$ cat src/rtl/uart_tx_pkt_unpacker.sv
// Pops one packet from a UART's data FIFO and streams its payload bytes,
// least-significant first, to the UART TX core over a valid/ready handshake.
module uart_tx_pkt_unpacker #(
    parameter int ASYNC_FIFO_WIDTH = 51,
    parameter int VALUE_WIDTH      = 48,
    parameter int UART_DATA_WIDTH  = 8
) (
    input  logic                        clk,
    input  logic                        rst_n,
    input  logic                        tx_en,
    input  logic                        fifo_empty,
    output logic                        fifo_rd_en,
    input  logic [ASYNC_FIFO_WIDTH-1:0] fifo_dout,
    output logic [UART_DATA_WIDTH-1:0]  tx_data,
    output logic                        tx_valid,
    input  logic                        tx_ready,
    output logic                        busy,
    output logic                        pkt_done
);

    typedef enum logic [1:0] {
        IDLE,
        POP,
        LOAD,
        SEND
    } state_t;

    state_t                   state_reg;
    logic [VALUE_WIDTH-1:0]   shreg_reg;
    logic [2:0]               count_reg;

    logic [2:0]               sel;
    logic [2:0]               byte_count;
    logic [VALUE_WIDTH-1:0]   shreg_next;

    assign sel        = fifo_dout[VALUE_WIDTH +: 3];
    assign shreg_next = shreg_reg >> UART_DATA_WIDTH;

    // sel 0 is a single-byte parallel-mode packet; 6 and 7 both mean a full frame.
    always_comb begin
        byte_count = sel;
        case (sel)
            3'd0:       byte_count = 3'd1;
            3'd6, 3'd7: byte_count = 3'd6;
            default:    byte_count = sel;
        endcase
    end

    always_ff @(posedge clk or negedge rst_n) begin
        if (!rst_n) begin
            state_reg  <= IDLE;
            shreg_reg  <= '0;
            count_reg  <= '0;
            fifo_rd_en <= 1'b0;
            tx_data    <= '0;
            tx_valid   <= 1'b0;
            busy       <= 1'b0;
            pkt_done   <= 1'b0;
        end else begin
            fifo_rd_en <= 1'b0;
            pkt_done   <= 1'b0;
            case (state_reg)
                IDLE: begin
                    if (tx_en && !fifo_empty) begin
                        state_reg  <= POP;
                        fifo_rd_en <= 1'b1;
                        busy       <= 1'b1;
                    end
                end
                POP: begin
                    state_reg <= LOAD;
                end
                LOAD: begin
                    shreg_reg <= fifo_dout[VALUE_WIDTH-1:0];
                    count_reg <= byte_count;
                    tx_data   <= fifo_dout[UART_DATA_WIDTH-1:0];
                    tx_valid  <= 1'b1;
                    state_reg <= SEND;
                end
                SEND: begin
                    // tx_data/tx_valid only move on an accepted byte.
                    if (tx_ready) begin
                        shreg_reg <= shreg_next;
                        count_reg <= count_reg - 3'd1;
                        tx_data   <= shreg_next[UART_DATA_WIDTH-1:0];
                        if (count_reg == 3'd1) begin
                            tx_valid  <= 1'b0;
                            pkt_done  <= 1'b1;
                            busy      <= 1'b0;
                            state_reg <= IDLE;
                        end
                    end
                end
                default: begin
                    state_reg <= IDLE;
                end
            endcase
        end
    end

endmodule
$ cat config.mk
export PLATFORM = sky130hd
export DESIGN_NAME = uart_tx_pkt_unpacker
export DESIGN_NICKNAME = d
export VERILOG_FILES = /design/src/rtl/uart_tx_pkt_unpacker.sv
export SDC_FILE = /design/constraint.sdc
export NUM_CORES = 1
export LEC_CHECK = 0
export CORE_MARGIN = 4
export CORE_UTILIZATION = 50
export DETAILED_ROUTE_END_ITERATION = 10
export PLACE_DENSITY = 0.77
export SETUP_SLACK_MARGIN = 0.3
export SLEW_MARGIN = 5
export SYNTH_ARGS = -nofsm -noshare
export SYNTH_HDL_FRONTEND = slang
export SYNTH_SLANG_ARGS = --single-unit
$ cat constraint.sdc
create_clock -name clk -period 1.9 [get_ports clk]
set_input_delay 0.38 -clock clk [delete_from_list [all_inputs] [get_ports clk]]
set_output_delay 0.38 -clock clk [all_outputs]
set_load 0.02 [all_outputs]
# Word level (Yosys, flattened, before mapping)
# Cells that the tools add are included.
[op_classes]
reduce_logical = 11
n_eq_ne = 9
addsub = 1
mux = 21
[ops]
columns = ["cell", "count"]
rows = [
  ["case mux 48 bit (2 select lines)", 1],
  ["two-way mux 48 bit", 1],
  ["case mux 8 bit (2 select lines)", 1],
  ["case mux 3 bit (2 select lines)", 2],
  ["two-way mux 1 bit", 8],
  ["two-way mux 8 bit", 1],
  ["case mux 2 bit (4 select lines)", 1],
  ["equality test 3 bit, second input constant", 2],
  ["two-way mux 2 bit", 3],
  ["!= test 2 bit, second input constant", 3],
  ["AND reduction 3 bit", 2],
  ["equality test 2 bit, second input constant", 2],
  ["case mux 1 bit (2 select lines)", 2],
  ["AND reduction 4 bit", 1],
  ["nonzero test 2 bit", 2],
  ["equality test 3 x 1 -> 1 bit, second input constant", 1],
  ["logical NOT 3 bit", 1],
  ["two-way mux 3 bit", 1],
  ["subtractor 3 x 1 -> 3 bit, second input constant", 1],
  ["equality test 2 x 1 -> 1 bit, second input constant", 1],
  ["logical NOT 2 bit", 1],
  ["AND reduction 2 bit", 1],
  ["OR reduction 2 bit", 1],
  ["logical AND 1 bit", 1],
  ["logical NOT 1 bit", 1],
]
[totals]
ff_bits = 65
output_inout_bits = 12
word_cells = 50
inputBits = 56

# Longest topological paths before layout
[depth]
ltp_word = 4
mapped_depth = 7
depth_no_buf = 5

# Least setup slack after synthesis
# OpenSTA, ideal clock, no wires.
[synth_timing]
path_type = "register to register"
from = "register state_reg[0]"
to = "register shreg_reg[10]"
required_ns = 1.775
arrival_time_ns = 1.298
slack_ns = 0.477
setup_time_ns = 0.125
path_stages_with_launch = 8
n_path_buf = 3
period_less_slack_ns = 1.423
cell_sequence = "dfrtp_1 ha_1 buf_6 mux2i_4 buf_6 buf_8 nand2_2 o21ai_2"
[synth_between]
elab_chain_cells = 3
elab_cells_between_ends = 6
cone_classes = "eq/ne (3); mux (1); reduce/logical (2)"
[synth_rtl]
columns = ["element", "line_no", "text"]
rows = [
  ["start, declared", "28", "state_t state_reg;"],
  ["start signal, assigned", "51", "state_reg <= IDLE;"],
  ["start signal, assigned", "65", "state_reg <= POP;"],
  ["start signal, assigned", "71", "state_reg <= LOAD;"],
  ["equality test 2 bit", "62", "case (state_reg)"],
  ["!= test 2 bit (no source line) / nonzero test 2 bit (equally long branches)", "--", ""],
  ["AND reduction 2 bit (no source line)", "--", ""],
  ["end signal, assigned", "74", "shreg_reg <= fifo_dout[VALUE_WIDTH-1:0];"],
  ["end signal, assigned", "83", "shreg_reg <= shreg_next;"],
  ["end, declared", "29", "logic [VALUE_WIDTH-1:0] shreg_reg;"],
]
# Parallel ways exist; a longest one is shown, timed or not.
# A chain may end at the register's enable or synchronous reset.

# Worst setup path in the final report
[layout_timing]
from = "register state_reg[0]"
to = "register shreg_reg[28]"
# The elaborated chain is that of the path after synthesis.

==> metrics.cfg <==
[outcome]
status = completed

[cts]
cts_tree = done
cts_buffers = 9
htree_levels = 3
clk_pin_slew_worst_paths_ns = 0.06
cts.sinks = 57
clockBufferDepth = 2
postCtsHoldBufs = 0
clock_latency_ns = 0.33
clockRootBuffer = clkbuf_8

[floorplan]
dieArea_mm2 = 0.00726
dieHeight_um = 85.2
die_w_um = 85.2
core_mm2 = 0.00564
start_util_pct = 52.8
io_pins = 68
fp-row-count = 27

[global_routing]
grt_use_total_pct = 18.1
grt_max_degree = 43
grt_overflow = 0
grt_antenna_before_repair = 0
grt_pass1_vias = 2182
grt_pass1_wl_mm = 10.1

[synth]
syn_inst = 272
synth.top_cell.area_share_pct = 47.9
synth_top_area_cell = dfrtp_1
ys_types = 31
synth.area.top_cells = dfrtp_1 48%, mux2i_1 14%, o21ai_2 6.2%, nand2_1 5.3%, o21ai_1 4.0%
ys_ff_latch = 57
synth.yosys.seq_area_share_pct = 47.9
synth_area_per_cell_um2 = 11.0
synth_fp_nets = 334
yosysWarningCount = 0
synth_area_mm2 = 0.00298

[min_path]
hp-class = in -> async

[sta]
rsz0062_at_grt = false
finClkSkew_ns = 0.00849
holdWs_ns = 0.00453
period_needed_ns = 1.50
slew_headroom_pct = 67.5
hold_viol = 0
timing.final.ws_setup_ns = 0.404
worstMarginPinSlew_ns = 0.487
max_freq_mhz = 668
setup_violations = 0
post-route-period-util_pct = 78.8
drv_slew = 0
setup_tns_ns = 0

[detailed_routing]
vias = 2120
drt_iter0_drc = 86
routed_wl_mm = 6.15
drt_first_pass_iters = 4
drt-vias-per-instance = 5.15
drc = 0
avgRoutedWirePerCell_um = 14.9
postRouteAntennaNets = 0

[layout]
antennaDiodeCount = 0
mostFrequentLayoutCell = dfrtp_1
largest_register_ffs = 41
drive_gt1_share_pct = 18.5
regArea_mm2 = 0.00143
nets = 398
syn_to_final_growth_pct = 28.6
fill_cells = 437
multi_input_area_mm2 = 0.00132
layout_common_cells = 55 x dfrtp_1, 54 x clkdlybuf4s50_1, 43 x mux2i_1
instances_no_fill = 412

[placed_design]
place_ws_ns = 0.142
dp_cells = 393
gp_congestion = 0.765
portBuffers = 67
place_hpwl_mm = 4.39

[pwr]
irDropWorstVdd_mv = 0.809
power.density_mw_per_mm2 = 1660
leakagePower_uw = 0.00168

[critical_path]
cp_slowest_cell = dfrtp_2
critPathArrivalTime_ns = 1.75
crit_buf_inv = 3
cp_cell_sequence = inv_1 -> ha_1 -> mux2i_4 -> buf_4 -> buf_12 -> nand2_1 -> o21ai_1
worstSetupEndpointType = flop
crit_fanout = 32
crit_family = buffers and inverters
path_class = reg -> reg
start_kind = flop
cpPeakStageDelay_ns = 0.42
cp.required_ns = 2.15

[job]
drv_cap = 0

## per-stage QoR
stage / instance area [µm²] / utilization (%) / total power, µW
floorplan: 2980 / - / 4780
global placement: 3620 / 64.2 / 5190
detailed placement: 3620 / 64.2 / 5330
CTS: 3780 / 66.9 / 6230
global route: 3830 / 67.9 / 6870
finish: 3830 / 67.9 / 6360
## report_power, final
| part | internal [µW] | switching [µW] | total (µW) |
|---|---|---|---|
| Sequential | 1800 | 340 | 2140 |
| Combinational | 1530 | 1720 | 3250 |
| Clock | 497 | 461 | 959 |
| Total | 3830 | 2520 | 6360 |
## layout make-up
type / instances / share of cell area, %
flip-flops and latches: 57 / 37.3
multi-input cells: 183 / 34.3
repair buffers: 79 / 21.2
clock buffers: 12 / 3.79
well taps: 72 / 2.35
inverters: 6 / 0.588
clock inverters: 3 / 0.457
## metal layers
metal / vias to the layer above / global-route usage, % / routed length (µm)
li1: 1058 / - / -
met1: 996 / 23.6 / 2730
met2: 59 / 28.0 / 2980
met3: 7 / 5.05 / 339
met4: 0 / 8.63 / 99
met5: - / 0 / 0
## Yosys cell counts
library cell / n
a211oi_1: 1
a21boi_0: 5
a21oi_1: 3
a221oi_2: 1
a22o_1: 1
a22oi_2: 1
a2bb2oi_1: 1
and3b_1: 1
buf_2: 4
buf_4: 11
buf_6: 7
buf_8: 2
clkbuf_4: 2
dfrtp_1: 57
ha_1: 6
inv_1: 6
mux2_1: 1
mux2i_1: 43
mux2i_4: 1
nand2_1: 42
nand2_2: 10
nand2b_1: 3
nand3b_1: 1
nor2_1: 4
nor2b_1: 5
o21ai_0: 1
o21ai_1: 24
o21ai_2: 21
o22ai_1: 5
o2bb2ai_1: 1
xor2_1: 1
## cell families after synthesis
logic type / synth area share, %
adder cells (fa/ha/maj): 2.52
AND/OR/NAND/NOR: 10.1
multiplexers: 15.6
XOR/XNOR: 0.294
AO/OA/AOI/OAI: 15.2
buffers and inverters: 8.36
flip-flops: 47.9
## worst paths after layout
check / startpoint / end / slack [ns] / cells past startpoint
worst max-delay path: state_reg[0] / shreg_reg[28] / 0.40 / 7
worst min-delay path: rst_n / busy / 0.005 / 1
worst max register to register: state_reg[0] / shreg_reg[28] / 0.40 / 7
worst min register to register: shreg_reg[38] / shreg_reg[38] / 0.48 / 2
max in group asynchronous: rst_n / shreg_reg[32] / 1.33 / 2
min in group clk: shreg_reg[38] / shreg_reg[38] / 0.48 / 2
## timing repair
action | CTS | global route
gates resized for setup | 12 | 7
buffers inserted | 1 | 2
setup endpoints to repair | 44 | 40
gates cloned | 0 | 1
Note: power is estimated with default switching activity, not from simulation.
